## src/rtl/mult_seq.sv

```systemverilog
// Sequential unsigned shift-add multiplier that drives an external shared adder, one multiplier bit per cycle.
// Optional overflow flag output is enabled by defining MULT_OVF_EN.
module mult_seq #(
  parameter int WIDTH = 32
) (
  input  logic               clk,
  input  logic               rst_n,
  input  logic               start,
  input  logic [WIDTH-1:0]   a,
  input  logic [WIDTH-1:0]   b,
  output logic [WIDTH-1:0]   add_in1,
  output logic [WIDTH-1:0]   add_in2,
  input  logic [WIDTH-1:0]   add_out,
  output logic               busy,
  output logic               done,
  output logic [2*WIDTH-1:0] product
`ifdef MULT_OVF_EN
  ,
  output logic               ovf
`endif
);

  localparam int CW = $clog2(WIDTH + 1);

  typedef enum logic [1:0] {
    S_IDLE = 2'd0,
    S_RUN  = 2'd1,
    S_DONE = 2'd2
  } state_t;

  state_t             state_q, state_d;
  logic [WIDTH-1:0]   mcand_q, mcand_d;
  logic [WIDTH-1:0]   hi_q, hi_d;
  logic [WIDTH-1:0]   lo_q, lo_d;
  logic [CW-1:0]      cnt_q, cnt_d;
  logic [2*WIDTH-1:0] product_q, product_d;
  logic               carry;
`ifdef MULT_OVF_EN
  logic               ovf_q, ovf_d;
`endif

  always_ff @(posedge clk or negedge rst_n) begin
    if (!rst_n) begin
      state_q   <= S_IDLE;
      mcand_q   <= '0;
      hi_q      <= '0;
      lo_q      <= '0;
      cnt_q     <= '0;
      product_q <= '0;
    end else begin
      state_q   <= state_d;
      mcand_q   <= mcand_d;
      hi_q      <= hi_d;
      lo_q      <= lo_d;
      cnt_q     <= cnt_d;
      product_q <= product_d;
    end
  end

`ifdef MULT_OVF_EN
  always_ff @(posedge clk or negedge rst_n) begin
    if (!rst_n) begin
      ovf_q <= 1'b0;
    end else begin
      ovf_q <= ovf_d;
    end
  end

  assign ovf = ovf_q;
`endif

  always_comb begin
    state_d   = state_q;
    mcand_d   = mcand_q;
    hi_d      = hi_q;
    lo_d      = lo_q;
    cnt_d     = cnt_q;
    product_d = product_q;
    add_in1   = '0;
    add_in2   = '0;
    carry     = 1'b0;
`ifdef MULT_OVF_EN
    ovf_d     = ovf_q;
`endif

    case (state_q)
      S_IDLE, S_DONE: begin
        if (start) begin
          mcand_d = a;
          lo_d    = b;
          hi_d    = '0;
          cnt_d   = '0;
          state_d = S_RUN;
`ifdef MULT_OVF_EN
          ovf_d   = 1'b0;
`endif
        end else begin
          state_d = S_IDLE;
        end
      end

      S_RUN: begin
        add_in1   = hi_q;
        add_in2   = lo_q[0] ? mcand_q : '0;
        // Carry-out of the shared adder rebuilt from operand and sum MSBs.
        carry     = (add_in1[WIDTH-1] & add_in2[WIDTH-1]) |
                    ((add_in1[WIDTH-1] ^ add_in2[WIDTH-1]) & ~add_out[WIDTH-1]);
        hi_d      = {carry, add_out[WIDTH-1:1]};
        lo_d      = {add_out[0], lo_q[WIDTH-1:1]};
        cnt_d     = cnt_q + CW'(1);
        product_d = {hi_d, lo_d};
        if (cnt_q == CW'(WIDTH - 1)) begin
          state_d = S_DONE;
`ifdef MULT_OVF_EN
          ovf_d   = |hi_d;
`endif
        end
      end

      default: begin
        state_d = S_IDLE;
      end
    endcase
  end

  assign busy    = (state_q == S_RUN);
  assign done    = (state_q == S_DONE);
  assign product = product_q;

endmodule

```

## config.mk

```make
export PLATFORM = sky130hd
export DESIGN_NAME = mult_seq
export DESIGN_NICKNAME = d
export VERILOG_FILES = /design/src/rtl/mult_seq.sv
export SDC_FILE = /design/constraint.sdc
export NUM_CORES = 1
export LEC_CHECK = 0
export CORE_ASPECT_RATIO = 1.5
export CORE_MARGIN = 1
export CORE_UTILIZATION = 46
export DETAILED_ROUTE_END_ITERATION = 10
export HOLD_SLACK_MARGIN = 0.06
export PLACE_DENSITY = 0.89
export SLEW_MARGIN = 25
export SYNTH_ARGS = -nofsm -noshare
export SYNTH_HDL_FRONTEND = slang
export SYNTH_SLANG_ARGS = --single-unit
```

## constraint.sdc

```tcl
create_clock -name clk -period 1.8 [get_ports clk]
set_clock_uncertainty 0.05 [all_clocks]
set_input_delay 0.36 -clock clk [delete_from_list [all_inputs] [get_ports clk]]
set_output_delay 0.36 -clock clk [all_outputs]
set_load 0.005 [all_outputs]
```

# After elaboration in Yosys (flattened, before gate mapping)
# Index checks and enable logic that the tools add are counted.
[totals] ff_bits=168 input_bits=99 out_inout_bits=130 word_cells=34
[op_classes] add_sub_neg=1 eq_ne=5 mux=12 n_bitwise=5 n_reduce_logical=5
[op_table] cell="32-bit 2-to-1 mux" count=5
[op_table] cell="32-bit case mux with 2 select lines" count=2
[op_table] cell="6-bit case mux with 2 select lines" count=1
[op_table] cell="6-bit by 1-bit adder with 6-bit output (second input constant)" count=1
[op_table] cell="6-bit by 5-bit equality test with 1-bit output (second input constant)" count=1
[op_table] cell="6-bit 2-to-1 mux" count=1
[op_table] cell="2-bit case mux with 2 select lines" count=1
[op_table] cell="2-bit AND reduction" count=2
[op_table] cell="1-bit bitwise AND" count=2
[op_table] cell="2-bit by 1-bit equality test with 1-bit output (second input constant)" count=1
[op_table] cell="2-bit equality test (second input constant)" count=1
[op_table] cell="2-bit zero test" count=1
[op_table] cell="2-bit 2-to-1 mux" count=1
[op_table] cell="2-bit by 1-bit inequality test with 1-bit output (second input constant)" count=1
[op_table] cell="2-bit inequality test (second input constant)" count=1
[op_table] cell="2-bit nonzero test" count=1
[op_table] cell="2-bit OR reduction" count=1
[op_table] cell="1-bit 2-to-1 mux" count=1
[op_table] cell="1-bit NOT" count=1
[op_table] cell="1-bit OR" count=1
[op_table] cell="1-bit bitwise XOR" count=1

# Logic depth before layout (Yosys ltp)
# Gate-level depths: netlist of run 1.
[logic_depth] depth_word=5 ltp_mapped=7 mapped_depth_nobuf=4

# Worst setup path after synthesis of run 1
# Ideal clock, no wire load.
[synth_path] path_type="register -> output" startpoint="register state_q[1]" endpoint="output port add_in2[0]" arrival_time_ps=1139 required_ps=1390 setup_slack_ps=251 path_stages_with_launch=7 path_cell_list="dfrtp_1 -> nand2b_1 -> buf_4 -> inv_6 -> buf_6 -> buf_4 -> and3_1"
[synth_between] elab_chain_cells=2
[synth_lines] element="start, declared" line="31" source="state_t state_q, state_d;"
[synth_lines] element="start signal, assigned" line="51" source="state_q <= state_d;"
[synth_lines] element="2-bit by 1-bit equality test with 1-bit output" line="86" source="case (state_q)"
[synth_lines] element="32-bit 2-to-1 mux" line="86"
[synth_lines] element="end, declared" line="12" source="output logic [WIDTH-1:0] add_in2,"
# Every way passes these cells.

# Worst setup path in the final report of run 1
[layout_path] startpoint="register state_q[1]" endpoint="output port add_in2[9]"
# Same word-level chain as after synthesis.

==> results of run 1 <==
==> layout make-up <==
class / count / area, µm² / area share [%]
sequential: 168 / 4200 / 39.9
timing repair buffer: 290 / 2910 / 27.6
multi-input combinational: 476 / 2590 / 24.6
clock buffer: 19 / 433 / 4.11
tap: 196 / 245 / 2.33
clock inverter: 13 / 134 / 1.27
inverter: 2 / 15.0 / 0.142
timing repair inverter: 1 / 8.76 / 0.0831
==> timing repair <==
item,CTS,global route
setup endpoints to repair,88,155
pin swaps,6,17
gates cloned,3,4
hold buffers,1,0
buffers inserted,23,13
endpoints found under the hold margin,68,0
resized for setup,241,102
==> cells by family (layout without fill, tap and decap cells) <==
| logic type | Yosys count | after routing |
|---|---|---|
| flops | 168 | 168 |
| buf+inv | 49 | 325 |
| simple gates | 365 | 366 |
| fa+ha+maj | 2 | 2 |
| xor+xnor | 2 | 2 |
| mux | 33 | 33 |
| compound gates | 73 | 73 |
==> cells in the final DEF (no fill, tap or decap), types with 7 or more instances in the layout <==
cell type and count:
a22o_1 33, and2_1 8, and2_4 25, and3_1 22, and3_4 10, buf_12 8, buf_2 18, buf_4 29
buf_6 54, clkbuf_16 19, clkbuf_2 7, clkdlybuf4s50_1 161, dfrtp_1 168, mux2i_1 33, nand2_1 287, o21ai_1 36
==> registers in the layout (all words and copies together), names as in the netlist <==
register	cells
state_q	2
cnt_q	6
lo_q	32
product	64
hi_q	32
mcand_q	32
==> routing by layer <==
metal / track usage, % / vias to the layer above / share of wire, %
met5: 0 / - / 0
met4: 15.6 / 0 / 5.6
met3: 5.41 / 71 / 4.8
met2: 43.0 / 222 / 51
met1: 29.7 / 2898 / 38
li1: - / 2780 / -
==> path summary, 6_finish.rpt <==
check                                   end  slack [ns]  cells past startpoint
worst max-delay path             add_in2[9]       -0.21                      7
worst max register to register     cnt_q[5]        0.06                      5
max in group asynchronous       product[56]        0.82                      3
worst min register to register   mcand_q[0]        0.42                      2
worst min-delay path             product[8]        0.29                      2
min in group clk                mcand_q[14]        0.41                      3
==> report_power, final <==
part           internal, mW  total [mW]  switching, mW
Combinational          4.64        8.40           3.76
Sequential             5.40        6.34          0.948
Clock                  1.95        3.55           1.59
Total                  12.0        18.3           6.30
==> worst max-delay path: cells and delay by family (launching register included) <==
kind	cells	cell delay [ns]
buffers and inverters	5	0.46
DFF	1	0.39
and+or+nand+nor	2	0.35
==> stage by stage <==
| step | power, mW | worst slack, ns | instance area (µm²) |
|---|---|---|---|
| finish | 18.3 | -0.214 | 10500 |
| global route | 19.5 | -0.263 | 10500 |
| CTS | 17.6 | -0.481 | 10300 |
| detailed placement | 13.6 | -0.203 | 9500 |
| global placement | 13.2 | -0.201 | 9500 |
| floorplan | 9.83 | 0.251 | 6950 |
==> flow_summary.ini, run 1 <==
[status]
status = finished with violations
violations = negative setup slack

[setup_path]
critical_path_class = flip-flop to output port
path_max_fanout = 5
critPathLaunch = state_q[1]
worstPathArrival_ns = 1.60
start_kind = flip-flop
cp_common_cell = buf_6
path_cells = nand2b_4 -> inv_8 -> buf_6 -> buf_6 -> buf_6 -> and3_4 -> buf_6
critical_path.slowest_cell = dfrtp_1
endpoint_kind = output port
required_ns = 1.39
r2r-start = state_q[1]
cpPeakStageDelay_ns = 0.39

[yosys]
synth_top_flop_cell = dfrtp_1
post_synth_and_or_nand_nor_area_fraction_pct = 22.5
syn_avg_cell_area_um2 = 10.0
synth_top_cell_by_area = dfrtp_1
synth-xor-area-share_pct = 0.252
seq_area_frac_synth_pct = 60.5
synth_area_mm2 = 0.00695
synth_cell_types = 27
synth_area_leaders = dfrtp_1 (60%), nand2_1 (15%), mux2i_1 (4.8%)
synth-compound-area-share_pct = 7.31
synth_warnings = 0
synthesis.nets = 793
synthAdderAreaFrac_pct = 0.360
yosysMostFrequentCell = nand2_1
synth_common_cells = nand2_1 (287), dfrtp_1 (168), o21ai_1 (36)
synth-seq-cells = 168
synthArstFlopShare_pct = 100
synth.area.mux_share_pct = 4.75
synth_edf_count = 0
netlist_instances = 692
netlist.area_leader.share_pct = 60.5
synth_top_family_by_area = simple AND/OR/NAND/NOR gates

[flow_run]
drv_cap = 0

[cells_and_area]
fin_util_pct = 71.9
drive_gt1_share_pct = 20.6
nets = 1057
fin_cells = 1165
diodes = 0
nFillCells = 1047
syn2layout_area_growth_pct = 51.6

[place]
io_buffers = 228
gp_congestion = 0.851
dp_hpwl_um = 12800
dp_cells = 1094

[grt]
grtUsageTotal_pct = 25.7
grt_pass1_wl_um = 30600
antenna_found_initial = 0
grt_max_degree = 57
grt_overflow = 0
grt_pass1_vias = 6093

[cts]
clockBufferDepth = 2
h-tree-depth = 4
insertion_delay_ns = 0.42
root_buffer = clkbuf_16
clkSlewWorstSetupHoldPaths_ns = 0.07
cts_num_sinks = 168
cts_tree = built
cts_buffers = 17

[timing]
relSlewSlack_pct = 70.7
final.setup.tns_ns = -8.84
rsz0062_at_grt = true
finalCriticalPeriod_ns = 2.01
final-setup-viol-count = 65
slew_violations = 0
fin_crit_sh_pct = 112
fin_hold_ws_ns = 0.294
layout_setup_ws_ns = -0.214
worst_pin_slew_ns = 0.439
max_freq_mhz = 496
finalHoldViolations = 0

[die]
row_count = 54
ioPinCount = 229
core-area_mm2 = 0.0147
start_util_pct = 47.4
die_area_mm2 = 0.0156
die-height_um = 153
die_w_um = 102

[detailed_routing]
firstDrtPassIters = 4
vias = 5971
wirelength_um = 19700
drc_errors = 0
ant_nets = 0
avgRoutedWirePerCell_um = 16.9
drt_iter0_drc = 287
via_per_inst = 5.13

[pwr]
power_density_mw_per_mm2 = 1740
max-vdd-ir-drop_mv = 0.941
power.leakage_nw = 5.39

[worst_hold_path]
hold_class = input port to async pin
Note: power is estimated with default switching activity, not from simulation.
==> inputs of run 2 (changes only) <==
--- a/config.mk
+++ b/config.mk
@@ -6,7 +6,7 @@
 export NUM_CORES = 1
 export LEC_CHECK = 0
 export CORE_ASPECT_RATIO = 1.5
-export CORE_MARGIN = 1
+export CORE_MARGIN = 3
 export CORE_UTILIZATION = 46
 export DETAILED_ROUTE_END_ITERATION = 10
 export HOLD_SLACK_MARGIN = 0.06
==> run 2 against run 1 <==
Effect of this change:
- the run still ends with negative setup slack left
- sequential power hardly changed
- maximum frequency is 1.6% lower
- register-to-register slack hardly changed
- utilization is 2.0 points higher
- flip-flop and latch count stayed put
- first-iteration DRC count is 17% lower
- non-clock buffer count is 3 lower
- design area is 2.8% higher
- via count is 1.7% lower
- combinational power is 6.9% higher
- sequential share of layout area is 1.1 points lower
- setup slack worse by 0.033 ns
- largest cell class unchanged
- largest power group unchanged
- highest routed layer unchanged
==> flow_summary.ini, run 2 (same netlist as run 1, synthesis figures left out) <==
[status]
status = finished with violations
violations = negative setup slack

[place]
gp_congestion = 0.838
dp_hpwl_um = 13100
dp_cells = 1097
io_buffers = 228

[die]
row_count = 54
die-height_um = 157
die_area_mm2 = 0.0167
start_util_pct = 47.4
die_w_um = 106
ioPinCount = 229
core-area_mm2 = 0.0147

[timing]
relSlewSlack_pct = 64.7
finalHoldViolations = 0
final.setup.tns_ns = -10.61
max_freq_mhz = 489
layout_setup_ws_ns = -0.247
worst_pin_slew_ns = 0.528
finalCriticalPeriod_ns = 2.05
rsz0062_at_grt = true
fin_crit_sh_pct = 114
slew_violations = 0
final-setup-viol-count = 65
fin_hold_ws_ns = 0.327

[cells_and_area]
syn2layout_area_growth_pct = 55.9
largest_register_ffs = 64
fin_util_pct = 73.9
final_common_cell = nand2_1
final_cell_mix = nand2_1 (287), dfrtp_1 (168), clkdlybuf4s50_1 (161)
drive_gt1_share_pct = 21.8
fin_cells = 1160
nets = 1053
diodes = 0
nFillCells = 979

[cts]
insertion_delay_ns = 0.42
h-tree-depth = 4
clockBufferDepth = 2
cts_buffers = 17
cts_num_sinks = 168
clkSlewWorstSetupHoldPaths_ns = 0.07
cts_tree = built
root_buffer = clkbuf_16

[detailed_routing]
avgRoutedWirePerCell_um = 17.7
drt_iter0_drc = 237
firstDrtPassIters = 5
vias = 5868
drc_errors = 0
ant_nets = 0
via_per_inst = 5.06
wirelength_um = 20600

[setup_path]
required_ns = 1.39
endpoint_kind = output port
reg2reg_depth = 8
worstPathArrival_ns = 1.64
start_kind = flip-flop
path_max_fanout = 6
critical_path_class = flip-flop to output port

[flow_run]
drv_cap = 0

[pwr]
total_power_mw = 19.3
max-vdd-ir-drop_mv = 0.912
power_density_mw_per_mm2 = 1780
power.leakage_nw = 5.50

[grt]
grt_pass1_wl_um = 32500
grtUsageTotal_pct = 24.8
grt_pass1_vias = 6206
grt_overflow = 0
antenna_found_initial = 0
grt_max_degree = 49

[worst_hold_path]
hold_class = input port to async pin
[run 2: cell count changes in the layout (fill, tap and decap cells not counted), sizes merged, moves of 2 or more]
cell / previous run / this run
clkbuf: 28 / 20
clkdlybuf4s15: 6 / 1
buf: 112 / 121
bufinv: 1 / 4
clkinv: 3 / 1
[run 2: routing by layer]
layer	wire (µm)	part of all wire [%]	global-route usage, %	vias to the layer above
met4	839	4.1	10.8	0
met3	982	4.8	4.70	52
met1	7800	38	28.9	2826
met5	0	0	0	-
met2	10900	53	44.5	206
li1	-	-	-	2784
[run 2: path summary, 6_finish.rpt]
path / start / end / slack, ns
worst min register to register: product[28] / product[28] / 0.42
worst max-delay path: state_q[1] / add_in2[7] / -0.25
min in group clk: a[30] / mcand_q[30] / 0.42
worst min-delay path: rst_n / product[8] / 0.33
max in group asynchronous: rst_n / mcand_q[7] / 0.83
worst max register to register: state_q[0] / hi_q[5] / 0.07
[run 2: layout make-up]
cell class / count / area, µm² / share of cell area [%]
Clock buffer: 18 / 439 / 4.05
Multi-Input combinational cell: 476 / 2640 / 24.4
Sequential cell: 168 / 4200 / 38.8
Tap cell: 196 / 245 / 2.26
Timing Repair Buffer: 287 / 3080 / 28.5
Clock inverter: 13 / 204 / 1.88
Inverter: 2 / 15.0 / 0.139
[run 2: critical path, stage by stage (launching register included)]
cell,delay [ns]
dfrtp_1,0.37
nand2b_4,0.17
inv_8,0.09
buf_12,0.11
buf_8,0.11
buf_16,0.11
and3_4,0.18
buf_6,0.09
[run 2: repair_timing]
action                                  4_1_cts  5_1_grt
hold buffers                                  1        0
endpoints found under the hold margin        23        0
endpoints found under the setup margin       78       84
resized for setup                           349       40
buffers inserted                             27        4
gates cloned                                  7        2
pin swaps                                    19        4
[run 2: report_power, final]
group,internal [mW],switching [mW]
sequential,5.40,0.940
clock,2.41,1.59
combinational,5.08,3.90
[run 2: stage by stage]
step	area (µm²)	worst slack [ns]
finish	10800	-0.247
CTS	10700	-0.291
detailed placement	9550	-0.213
floorplan	6950	0.251
global placement	9550	-0.214
global route	10800	-0.307
==> inputs of run 3 (changes only) <==
--- a/config.mk
+++ b/config.mk
@@ -10,7 +10,7 @@
 export CORE_UTILIZATION = 46
 export DETAILED_ROUTE_END_ITERATION = 10
 export HOLD_SLACK_MARGIN = 0.06
-export PLACE_DENSITY = 0.89
+export PLACE_DENSITY = 0.91
 export SLEW_MARGIN = 25
 export SYNTH_ARGS = -nofsm -noshare
 export SYNTH_HDL_FRONTEND = slang
==> run 3 against run 2 <==
Effect of this change:
- the flow still finishes with violations (negative setup slack)
- total power is 3.3% lower
- setup slack lost 0.088 ns
- critical path type unchanged
- design area is 1.8% lower
- clock power is 9.5% lower
- largest power group unchanged
- first-iteration DRC count rose by 32%
- wire length increased by 2.1%
- flip-flop and latch count stayed put
- non-clock buffer count up 4
==> flow_summary.ini, run 3 (same netlist as run 1, synthesis figures left out) <==
[status]
status = finished with violations
violations = negative setup slack

[place]
io_buffers = 228
dp_hpwl_um = 13500
place_area_mm2 = 0.00955
gp_congestion = 0.865

[timing]
final-setup-viol-count = 64
slew_violations = 0
worst_pin_slew_ns = 0.784
relSlewSlack_pct = 47.7
finalHoldViolations = 0
rsz0062_at_grt = true
layout_setup_ws_ns = -0.335
fin_crit_sh_pct = 119
finalCriticalPeriod_ns = 2.14
final.setup.tns_ns = -15.55
max_freq_mhz = 468

[setup_path]
start_kind = flip-flop
worstPathArrival_ns = 1.73
path_max_fanout = 8
critPathLaunch = state_q[0]
endpoint_kind = output port
reg2reg_to = hi_q[6]
ff2ff_setup_slack_ns = 0.05
reg2reg_depth = 9
r2r-start = state_q[0]
critical_path_class = flip-flop to output port
required_ns = 1.39

[die]
row_count = 54
die_area_mm2 = 0.0167
die-height_um = 157
core-area_mm2 = 0.0147
start_util_pct = 47.4
ioPinCount = 229
die_w_um = 106

[grt]
grt_pass1_vias = 6287
grt.busiest_layer = met2
met3_usage_pct = 4.17
use_met2_pct = 44.8
grt_pass1_wl_um = 33100
grt_overflow = 0
antenna_found_initial = 1
grt_max_degree = 70
use_met1_pct = 30.0
grtUsageTotal_pct = 25.4

[cells_and_area]
syn2layout_area_growth_pct = 53.1
multi_input_area_mm2 = 0.00257
final_cell_mix = nand2_1 (285), dfrtp_1 (168), clkdlybuf4s50_1 (161)
largest_register_ffs = 64
final_common_cell = nand2_1
nFillCells = 1020
nets = 1057
fin_area_mm2 = 0.0106
fin_util_pct = 72.6
drive_gt1_share_pct = 19.1
seqCellArea_mm2 = 0.00420

[pwr]
max-vdd-ir-drop_mv = 0.901
power_density_mw_per_mm2 = 1750
power.leakage_nw = 5.40
total_power_mw = 18.7

[detailed_routing]
via_per_inst = 5.18
drc_errors = 0
avgRoutedWirePerCell_um = 18.0
drt_iter0_drc = 313
firstDrtPassIters = 5
wirelength_um = 21000
ant_nets = 0
vias = 6035

[cts]
root_buffer = clkbuf_16
cts_num_sinks = 168
cts_buffers = 17
cts_tree = built
clockBufferDepth = 2
clkSlewWorstSetupHoldPaths_ns = 0.07
insertion_delay_ns = 0.42
h-tree-depth = 4

[flow_run]
drv_cap = 0

[worst_hold_path]
hold_class = input port to async pin
==> run 3: worst max-delay path by stage <==
| stage | end | slack [ns] | depth (start not counted) |
|---|---|---|---|
| floorplan | add_in2[0] | 0.25 | 6 |
| global placement | cnt_q[4] | -0.18 | 4 |
| detailed placement | hi_q[12] | -0.22 | 4 |
| CTS | add_in1[6] | -0.36 | 8 |
| global route | add_in1[6] | -0.38 | 8 |
| finish | add_in1[6] | -0.34 | 8 |
==> run 3: layer usage <==
layer	routed length (µm)	share of wire (%)
met1	7930	38
met4	943	4.5
met5	0	0
met2	11200	53
met3	975	4.6
==> run 3: power by group <==
part | internal [mW] | leakage, nW | switching, mW
sequential | 5.39 | 2.08 | 0.968
combinational | 4.80 | 3.04 | 3.90
clock | 1.97 | 0.279 | 1.65
total | 12.2 | 5.40 | 6.51
==> run 3: through the flow <==
stage                     setup slack, ns  std cells  hold slack (ns)
after floorplan                     0.251        692           0.0144
after global placement             -0.184       1102            0.213
after detailed placement           -0.218       1102            0.221
after CTS                          -0.358       1161            0.344
after global routing               -0.379       1166            0.374
final                              -0.335       1166            0.354
==> run 3: what timing repair did <==
action	in CTS	in global routing
endpoints found under the hold margin	28	0
cloned	6	2
hold buffers	1	0
pin swaps	17	0
endpoints found under the setup margin	100	130
gates resized for setup	284	25
buffers inserted	21	7
==> run 3: cell type report <==
type                       count  area share (%)
sequential                   168            39.5
timing repair buffer         291            28.4
multi-input combinational    476            24.2
clock buffer                  17            4.00
tap                          196            2.30
clock inverter                15            1.46
inverter                       2           0.141
antenna                        1          0.0235
==> run 3: worst max-delay path, stage by stage (launching register included) <==
cell and delay (ns):
dfrtp_1 0.41, nand2b_4 0.11, inv_8 0.04, buf_12 0.12, buf_12 0.11, buf_12 0.13, buf_8 0.13, and2_4 0.15
buf_6 0.11
